File: config.mk
export PLATFORM = sky130hd
export DESIGN_NAME = instruction_decode
export DESIGN_NICKNAME = d
export VERILOG_FILES = /design/src/rtl/rv32i_pkg.sv /design/src/rtl/register_file.sv /design/src/rtl/instruction_decode.sv
export SDC_FILE = /design/constraint.sdc
export NUM_CORES = 2
export LEC_CHECK = 0
export ABC_AREA = 1
export BUFFER_PORTS_ARGS = -buffer_cell sky130_fd_sc_hd__buf_2
export CAP_MARGIN = 10
export CORE_AREA = 2 2 511 513
export CTS_CLUSTER_DIAMETER = 60
export DETAILED_ROUTE_END_ITERATION = 10
export DIE_AREA = 0 0 513 515
export GPL_ROUTABILITY_DRIVEN = 0
export PLACE_DENSITY = 0.44
export SLEW_MARGIN = 10
export SYNTH_ARGS = -nofsm -noshare
export SYNTH_HDL_FRONTEND = slang
export SYNTH_SLANG_ARGS = --single-unit
File: constraint.sdc
create_clock -name clk -period 1.3 [get_ports clk]
set_input_delay 0.39 -clock clk [delete_from_list [all_inputs] [get_ports clk]]
set_output_delay 0.39 -clock clk [all_outputs]
set_load 0.005 [all_outputs]
File: src/rtl/rv32i_pkg.sv
// Shared RV32I definitions: opcodes, ALU/result-select encodings, ID/EX payload layout.
package rv32i_pkg;

  localparam int unsigned XLEN  = 32;
  localparam int unsigned NREGS = 32;

  localparam logic [6:0] OP_R      = 7'b0110011;
  localparam logic [6:0] OP_I      = 7'b0010011;
  localparam logic [6:0] OP_LOAD   = 7'b0000011;
  localparam logic [6:0] OP_STORE  = 7'b0100011;
  localparam logic [6:0] OP_BRANCH = 7'b1100011;
  localparam logic [6:0] OP_JAL    = 7'b1101111;
  localparam logic [6:0] OP_JALR   = 7'b1100111;
  localparam logic [6:0] OP_LUI    = 7'b0110111;
  localparam logic [6:0] OP_AUIPC  = 7'b0010111;

  typedef enum logic [3:0] {
    AluAdd   = 4'b0000,
    AluSub   = 4'b0001,
    AluAnd   = 4'b0010,
    AluOr    = 4'b0011,
    AluXor   = 4'b0100,
    AluSll   = 4'b0101,
    AluSrl   = 4'b0110,
    AluSra   = 4'b0111,
    AluSlt   = 4'b1000,
    AluSltu  = 4'b1001,
    AluPassB = 4'b1010
  } alu_ctrl_e;

  typedef enum logic [1:0] {
    ResAlu = 2'b00,
    ResMem = 2'b01,
    ResPc4 = 2'b10
  } result_src_e;

  typedef struct packed {
    logic       reg_write;
    logic [1:0] result_src;
    logic       mem_write;
    logic       jump;
    logic       branch;
    logic       alu_src;
    logic [3:0] alu_control;
  } ctrl_t;

  typedef struct packed {
    ctrl_t            ctrl;
    logic [2:0]       funct3;
    logic [XLEN-1:0]  rd1;
    logic [XLEN-1:0]  rd2;
    logic [XLEN-1:0]  imm;
    logic [4:0]       rd;
    logic [4:0]       rs1;
    logic [4:0]       rs2;
    logic [XLEN-1:0]  pc;
    logic [XLEN-1:0]  pc4;
  } idex_t;

  // funct7[5] only distinguishes SUB for register-register ops; shifts use it for both forms.
  function automatic alu_ctrl_e alu_decode(input logic [2:0] f3, input logic f7b5,
                                           input logic is_r);
    alu_ctrl_e res;
    case (f3)
      3'b000: begin
        if (is_r && f7b5) res = AluSub;
        else              res = AluAdd;
      end
      3'b001: res = AluSll;
      3'b010: res = AluSlt;
      3'b011: res = AluSltu;
      3'b100: res = AluXor;
      3'b101: begin
        if (f7b5) res = AluSra;
        else      res = AluSrl;
      end
      3'b110: res = AluOr;
      default: res = AluAnd;
    endcase
    return res;
  endfunction

endpackage

File: src/rtl/register_file.sv
// 32x32 register file: two async read ports with write-through, one sync write port, x0 = 0.
module register_file
  import rv32i_pkg::*;
(
  input  logic            clk_i,
  input  logic            rst_ni,
  input  logic            we_i,
  input  logic [4:0]      waddr_i,
  input  logic [XLEN-1:0] wdata_i,
  input  logic [4:0]      raddr1_i,
  input  logic [4:0]      raddr2_i,
  output logic [XLEN-1:0] rdata1_o,
  output logic [XLEN-1:0] rdata2_o
);

  logic [XLEN-1:0] regs_q [NREGS];
  logic [XLEN-1:0] regs_d [NREGS];
  logic            wr_en;

  assign wr_en = we_i && (waddr_i != 5'd0);

  always_comb begin
    regs_d = regs_q;
    if (wr_en) regs_d[waddr_i] = wdata_i;
  end

  always_ff @(posedge clk_i or negedge rst_ni) begin
    if (!rst_ni) begin
      for (int i = 0; i < NREGS; i++) regs_q[i] <= '0;
    end else begin
      regs_q <= regs_d;
    end
  end

  // Bypass the write-back value so ID sees it in the same cycle it is written.
  always_comb begin
    if (raddr1_i == 5'd0)                   rdata1_o = '0;
    else if (wr_en && waddr_i == raddr1_i)  rdata1_o = wdata_i;
    else                                    rdata1_o = regs_q[raddr1_i];
    if (raddr2_i == 5'd0)                   rdata2_o = '0;
    else if (wr_en && waddr_i == raddr2_i)  rdata2_o = wdata_i;
    else                                    rdata2_o = regs_q[raddr2_i];
  end

endmodule

File: src/rtl/instruction_decode.sv
// RV32I ID stage: control decode, immediate generation, register read and the ID/EX register.
module instruction_decode
  import rv32i_pkg::*;
(
  input  logic        clk,
  input  logic        rst,
  input  logic [31:0] IF_ID_IR,
  input  logic [31:0] IF_ID_PC,
  input  logic [31:0] IF_ID_PC4,
  input  logic        RegWriteW,
  input  logic [4:0]  RdW,
  input  logic [31:0] ResultW,
  input  logic        FlushE,
  output logic [4:0]  Rs1D,
  output logic [4:0]  Rs2D,
  output logic        RegWriteE,
  output logic [1:0]  ResultSrcE,
  output logic        MemWriteE,
  output logic        JumpE,
  output logic        BranchE,
  output logic        ALUSrcE,
  output logic [3:0]  ALUControlE,
  output logic [2:0]  Funct3E,
  output logic [31:0] RD1E,
  output logic [31:0] RD2E,
  output logic [31:0] ImmExtE,
  output logic [4:0]  RdE,
  output logic [4:0]  Rs1E,
  output logic [4:0]  Rs2E,
  output logic [31:0] PCE,
  output logic [31:0] PCPlus4E
);

  logic [6:0]  opcode;
  logic [31:0] ir;
  logic [31:0] rd1, rd2, imm;
  ctrl_t       ctrl;
  idex_t       idex_d, idex_q;

  assign ir     = IF_ID_IR;
  assign opcode = ir[6:0];
  assign Rs1D   = ir[19:15];
  assign Rs2D   = ir[24:20];

  always_comb begin
    ctrl = '0;
    imm  = '0;
    case (opcode)
      OP_R: begin
        ctrl.reg_write   = 1'b1;
        ctrl.alu_control = alu_decode(ir[14:12], ir[30], 1'b1);
      end
      OP_I: begin
        ctrl.reg_write   = 1'b1;
        ctrl.alu_src     = 1'b1;
        ctrl.alu_control = alu_decode(ir[14:12], ir[30], 1'b0);
        imm              = {{20{ir[31]}}, ir[31:20]};
      end
      OP_LOAD: begin
        ctrl.reg_write  = 1'b1;
        ctrl.alu_src    = 1'b1;
        ctrl.result_src = ResMem;
        imm             = {{20{ir[31]}}, ir[31:20]};
      end
      OP_STORE: begin
        ctrl.mem_write = 1'b1;
        ctrl.alu_src   = 1'b1;
        imm            = {{20{ir[31]}}, ir[31:25], ir[11:7]};
      end
      OP_BRANCH: begin
        ctrl.branch      = 1'b1;
        ctrl.alu_control = AluSub;
        imm              = {{20{ir[31]}}, ir[7], ir[30:25], ir[11:8], 1'b0};
      end
      OP_JAL: begin
        ctrl.jump       = 1'b1;
        ctrl.reg_write  = 1'b1;
        ctrl.result_src = ResPc4;
        imm             = {{12{ir[31]}}, ir[19:12], ir[20], ir[30:21], 1'b0};
      end
      OP_JALR: begin
        ctrl.jump       = 1'b1;
        ctrl.reg_write  = 1'b1;
        ctrl.result_src = ResPc4;
        ctrl.alu_src    = 1'b1;
        imm             = {{20{ir[31]}}, ir[31:20]};
      end
      OP_LUI: begin
        ctrl.reg_write   = 1'b1;
        ctrl.alu_src     = 1'b1;
        ctrl.alu_control = AluPassB;
        imm              = {ir[31:12], 12'b0};
      end
      OP_AUIPC: begin
        ctrl.reg_write = 1'b1;
        ctrl.alu_src   = 1'b1;
        imm            = {ir[31:12], 12'b0};
      end
      default: ;
    endcase
  end

  register_file u_register_file (
    .clk_i    (clk),
    .rst_ni   (rst),
    .we_i     (RegWriteW),
    .waddr_i  (RdW),
    .wdata_i  (ResultW),
    .raddr1_i (Rs1D),
    .raddr2_i (Rs2D),
    .rdata1_o (rd1),
    .rdata2_o (rd2)
  );

  always_comb begin
    idex_d = '0;
    if (!FlushE) begin
      idex_d.ctrl   = ctrl;
      idex_d.funct3 = ir[14:12];
      idex_d.rd1    = rd1;
      idex_d.rd2    = rd2;
      idex_d.imm    = imm;
      idex_d.rd     = ir[11:7];
      idex_d.rs1    = Rs1D;
      idex_d.rs2    = Rs2D;
      idex_d.pc     = IF_ID_PC;
      idex_d.pc4    = IF_ID_PC4;
    end
  end

  always_ff @(posedge clk or negedge rst) begin
    if (!rst) idex_q <= '0;
    else      idex_q <= idex_d;
  end

  assign RegWriteE   = idex_q.ctrl.reg_write;
  assign ResultSrcE  = idex_q.ctrl.result_src;
  assign MemWriteE   = idex_q.ctrl.mem_write;
  assign JumpE       = idex_q.ctrl.jump;
  assign BranchE     = idex_q.ctrl.branch;
  assign ALUSrcE     = idex_q.ctrl.alu_src;
  assign ALUControlE = idex_q.ctrl.alu_control;
  assign Funct3E     = idex_q.funct3;
  assign RD1E        = idex_q.rd1;
  assign RD2E        = idex_q.rd2;
  assign ImmExtE     = idex_q.imm;
  assign RdE         = idex_q.rd;
  assign Rs1E        = idex_q.rs1;
  assign Rs2E        = idex_q.rs2;
  assign PCE         = idex_q.pc;
  assign PCPlus4E    = idex_q.pc4;

endmodule

======== Word-level counts from Yosys, hierarchy flattened ========
Index checks and enable logic that the tools add are counted.
word-level totals
  bits of input ports ..................... 137
  output and inout bits ................... 199
  word-level logic and storage cells ...... 111
  flip-flop bits (word level) ............. 1213
cells by class
  equality and inequality tests ........... 17
  bitwise operators ....................... 3
  muxes and demuxes ....................... 26
  order comparisons ....................... 4
  reduce and logical (&&, ||, !) cells .... 13
operators by type and width
  operator                                                   count
  bitwise mux 1024 bit                                       1
  binary-select mux 32 bit (select 5 bit)                    2
  2-to-1 mux 32 bit                                          9
  2-to-1 mux 189 bit                                         1
  demux 32 bit (select 5 bit)                                1
  case mux 32 bit (5 select lines)                           1
  case mux 4 bit (7 select lines)                            2
  == test 7 x 6 -> 1 bit (second input constant)             3
  == test 7 bit (second input constant)                      3
  greater-or-equal comparator 6 bit (second input constant)  3
  inverter 5 -> 6 bit                                        3
  case mux 4 bit (4 select lines)                            1
  == test 7 x 5 -> 1 bit (second input constant)             2
  == test 5 bit                                              2
  logical NOT 5 bit                                          2
  == test 3 bit (second input constant)                      3
  == test 7 x 2 -> 1 bit (second input constant)             1
  2-to-1 mux 1 bit                                           7
  OR reduction 7 bit                                         1
  == test 3 x 2 -> 1 bit (second input constant)             2
  < comparator 6 x 1 -> 1 bit (second input constant)        1
  OR reduction 6 bit                                         1
  nonzero test 5 bit                                         1
  logical AND 1 bit                                          4
  other kinds (5)                                            6

======== Depth between registers and ports, before layout ========
  depth in word-level cells ............... 7
  depth in mapped cells ................... 13
  depth with buffers taken out ............ 11

======== Hierarchy ========
Synthesis repeated with hierarchy kept, for this count alone.
second synthesis, totals
  cell total of the unflattened synthesis .. 9135
  area total of the unflattened synthesis .. 64951.0 µm²
by module, submodules not included
  module              sequential area each (µm²)  instances  cells each  area an instance (µm²)
  register_file       25624.6                     1          8425        58018.1
  instruction_decode  4704.5                      1          710         6932.9

======== Worst setup path after synthesis ========
OpenSTA, ideal clock, no wires.
  kind .................................... in2reg
  start ................................... input port RdW[2]
  end ..................................... register idex_q (netlist bit RD2E[10])
  stages .................................. 10
  library setup time ...................... 0.121 ns
  data required time ...................... 1.179 ns
  arrival time ............................ 1.591 ns
  path buffers ............................ 2
  slack ................................... -0.412 ns
  cell sequence ........................... buf_4 -> nor3_4 -> nand2_1 -> nand2_1 -> inv_2 -> nand3_2 -> buf_1 -> nand2_1 -> nor2_1 -> nor2_1
RTL lines
  what                    RTL line                   text
  start: declaration      instruction_decode.sv:11   input logic [4:0] RdW,
  end signal: assignment  instruction_decode.sv:133  else idex_q <= idex_d;
  end: declaration        instruction_decode.sv:38   idex_t idex_d, idex_q;

======== Worst setup path after layout ========
  start ................................... register idex_q (netlist bit RD1E[11])
  end ..................................... output port RD1E[11]
RTL lines
  what              RTL line                  text
  end: declaration  instruction_decode.sv:24  output logic [31:0] RD1E,
No word-level cell between the ends.

==> summary.md <==
| Metric | Value |
|---|---|
| Pins Over Slew Limit | 0 |
| Synthesized Nets | between 8,000 and 9,000 |
| Area of the die | ~260,000 um2 |
| Non-Filler Instances | 13,219 |
| GRT Residual Overflow | 0 |
| Post-route DRC | 0 |
| Power share of the combinational group | 0.224 |
| R2R depth | 7 |
| Routed Antenna Nets | 0 |
| R2R Path Start | u_register_file.regs_q[681] |
| Synth Instances | a little under 9,000 |
| Clock group share of total power | 0.375 |
| Synth area leader | dfrtp_1 |
| Ys Warns | 0 |
| Seq pwr share | 0.401 |
| Grt met3 use | 0.0338 |
| Die width | between 500 and 600 um |
| Global Route Usage Sum | 0.225 |
| Clk root buf | clkbuf_16 |
| Dpl hpwl | around 210 mm |
| Commonest non-fill, non-tap cell in the layout | nand2_1 |
| Internal | about 82,000 uW |
| Multi-input gate area | approximately 30,000 um2 |
| Syn Std Cell Area | roughly 64,000 um2 |
| Most area-consuming cells after synthesis | dfrtp_1, nand2_1, o21ai_0, nand3_1, inv_1 |
| Initial DRC count | approximately 6,800 |
| Final worst slack | -0.615 ns |
| Worst Setup Path Type | reg -> out |
| CTS buffer count | about 150 |
| Dpl cell area | 79,300 um2 |
| Met2 GRT Util | 0.362 |
| Vias in the first global route | around 62,000 |
| Vias/cell | 4.95 |
| Critical-path maximum fanout | 1 |
| Hold slack | roughly 0.030 ns |
| Register bit count reported by yosys | ~1,200 |
| Via Count | around 65,000 |
| CP Capture Point | RD1E[11] |
| R2R Path End | RD1E[9] |
| Layout cells sized above 1 | 0.221 |
| Worst Hold Class | in -> reg |
| Tmin final | 1.91 ns |
| WL final | roughly 300 mm |
| RSZ-0062 raised after global routing | true |
| Met1 usage | 0.305 |
| Port Buffers | ~340 |
| Outcome | complete, but fails checks |
| Slew headroom | 0.538 |
| Total of max-cap violations | 0 |
| Std-Cell Rows | 187 |
| Flip-flop and latch area | 30,400 um2 |
| Most used routing layer | met2 |
| Placed insts | 12,786 |
| Commonest cells after routing, fill and taps aside | nand2_1, dfrtp_1, o21ai_0 |
| # fillers | between 20,000 and 30,000 |
| Worst EP required | slightly above 0.9 ns |
| Num ports | 336 |
| Clock skew | approximately 0.038 ns |
| Netlist cell types | 33 |
| DR pass1 iterations | 6 |
| CP Launch Type | flip-flop |
| Core area | roughly 260,000 um2 |
| FMAX | roughly 0.52 GHz |
| H-Tree Depth | 4 |
| TritonCTS clock tree | built |
| Initial core utilization | 0.249 |
| Failing checks | setup timing |
| Worst-Margin Slew | about 0.69 ns |
| Critical path capture point type | primary output |
| P_leak | about 0.042 uW |
| Clock-pin slew on the worst setup and hold paths | approximately 0.06 ns |
| First-pass GRT wire length | approximately 440 mm |
| Final #Nets | 9,830 |
| Pin count of the biggest net entering global routing | 65 |
| WL per Instance | 23.0 um |
| Seq/Total Area, Yosys | 0.471 |
| DIE HEIGHT | a little over 500 um |
| Critical Path Source | RD1E[11] |
| CTS Sinks | 1,212 |
| Yosys top cell area share | 0.471 |
| Crit path DAT | roughly 1.5 ns |
| Synthesized area per cell | roughly 7.3 um2 |
| Net Sw Power | about 38,000 uW |
| Synthesis-to-layout area growth | 36.3% |
| Antenna violations before repair | 19 |
| Design Power | about 120,000 uW |
| Layout Utilization | 0.340 |
| Worst-case clock buffer depth | 3 |
| Worst-skew pair later-pin latency | about 0.83 ns |
| WHS Path Cells | 4 |
| Sw frac | 0.315 |
| Worst IR Drop VDD | 1530 uV |
| Final Hold Viols | 0 |
| Post-Layout Inst Area | 87,900 um2 |
| Reg2Reg Setup Slack | -0.05 ns |
| Period utilisation layout | 1.47 |
| Final setup vio count | 194 |
| Total power divided by cell area | 1360 nW/um2 |
-- Yosys cell counts --
| cell | n |
|---|---|
| buf_4 | 16 |
| nand3_1 | 984 |
| nand2_2 | 24 |
| nor3_4 | 3 |
| a31oi_1 | 11 |
| dfrtp_1 | 1212 |
| or2_2 | 55 |
| o21ai_1 | 90 |
| a22oi_1 | 1 |
| clkbuf_1 | 403 |
| xnor2_1 | 3 |
| clkinv_1 | 4 |
| nor4_1 | 1 |
| o21ai_0 | 1273 |
| nor3b_1 | 1 |
| xor2_1 | 4 |
| buf_2 | 265 |
| o211ai_1 | 361 |
| o22ai_1 | 2 |
| inv_1 | 762 |
| nor3_2 | 7 |
| buf_6 | 1 |
| nor2_1 | 418 |
| nor4_4 | 1 |
| nand2_1 | 2524 |
| buf_1 | 80 |
| nor3_1 | 3 |
| nand3_2 | 2 |
| a21oi_1 | 301 |
| nand4_1 | 7 |
| inv_2 | 12 |
| a41oi_1 | 1 |
| nor2_4 | 4 |
-- through the flow --
stage	TNS [ns]	worst slack, ns
2_1_floorplan	-268.03	-0.330
3_3_place_gp	-705.89	-0.878
3_5_place_dp	-709.52	-0.858
4_1_cts	-91.63	-0.686
5_1_grt	-92.16	-0.660
6_report	-80.22	-0.615
-- cell type report --
cell class              count  share of cell area
flip-flops and latches   1212               0.346
multi-input cells        6081               0.339
repair buffers           1466               0.173
clock buffers             210              0.0505
well taps                3402              0.0484
inverters                 778              0.0339
clock inverters            64             0.00941
diodes                      6            0.000171
-- power groups by stage --
stage          Combinational (uW)  Sequential, uW  Clock, uW
2_1_floorplan               14600           47400          0
3_3_place_gp                24700           48300          0
3_5_place_dp                25100           48400          0
4_1_cts                     26000           47800      45900
5_1_grt                     30100           48700      47400
6_report                    26800           48000      44900
-- state kept, by name, summed over array words and instances (netlist names), 3 cells and up --
| register | cells |
|---|---|
| ImmExtE | 32 |
| RD1E | 32 |
| Funct3E | 3 |
| RD2E | 32 |
| PCE | 32 |
| ALUControlE | 4 |
| u_register_file.regs_q | 1024 |
| Rs2E | 5 |
| RdE | 5 |
| PCPlus4E | 32 |
| Rs1E | 5 |
-- worst min path at each step --
stage | slack [ns] | startpoint | to
2_1_floorplan | 0.09 | rst | ALUControlE[0]
3_3_place_gp | 0.22 | rst | PCE[28]
3_5_place_dp | 0.22 | rst | PCE[28]
4_1_cts | 0.01 | ResultW[22] | RD1E[22]
5_1_grt | 0.04 | ResultW[23] | u_register_file.regs_q[599]
6_report | 0.03 | ResultW[10] | u_register_file.regs_q[74]
-- logic make-up after synthesis --
group / after synthesis / synth area share
simple gates: 4034 / 0.260
buf+inv: 1543 / 0.0960
compound gates: 2040 / 0.173
xor+xnor: 7 / 0.000951
flops: 1212 / 0.471
-- worst max-delay path, stage by stage (launching register included) --
cell and delay [ns]:
dfrtp_1 0.43, buf_12 0.17, buf_6 0.11
-- repair_timing --
action,4_1_cts,5_1_grt
gates cloned,1,1
setup buffers,25,41
setup endpoints to repair,226,251
hold endpoints to repair,1433,0
hold buffers,112,0
pin swaps,88,271
gates resized for setup,208,345
-- per-layer routing --
| layer | vias up | wire (um) |
|---|---|---|
| li1 | 30523 | - |
| met1 | 31926 | 135000 |
| met2 | 2505 | 138000 |
| met3 | 515 | 19600 |
| met4 | 4 | 11600 |
| met5 | - | 32 |
(Power assumes the default switching activity.)
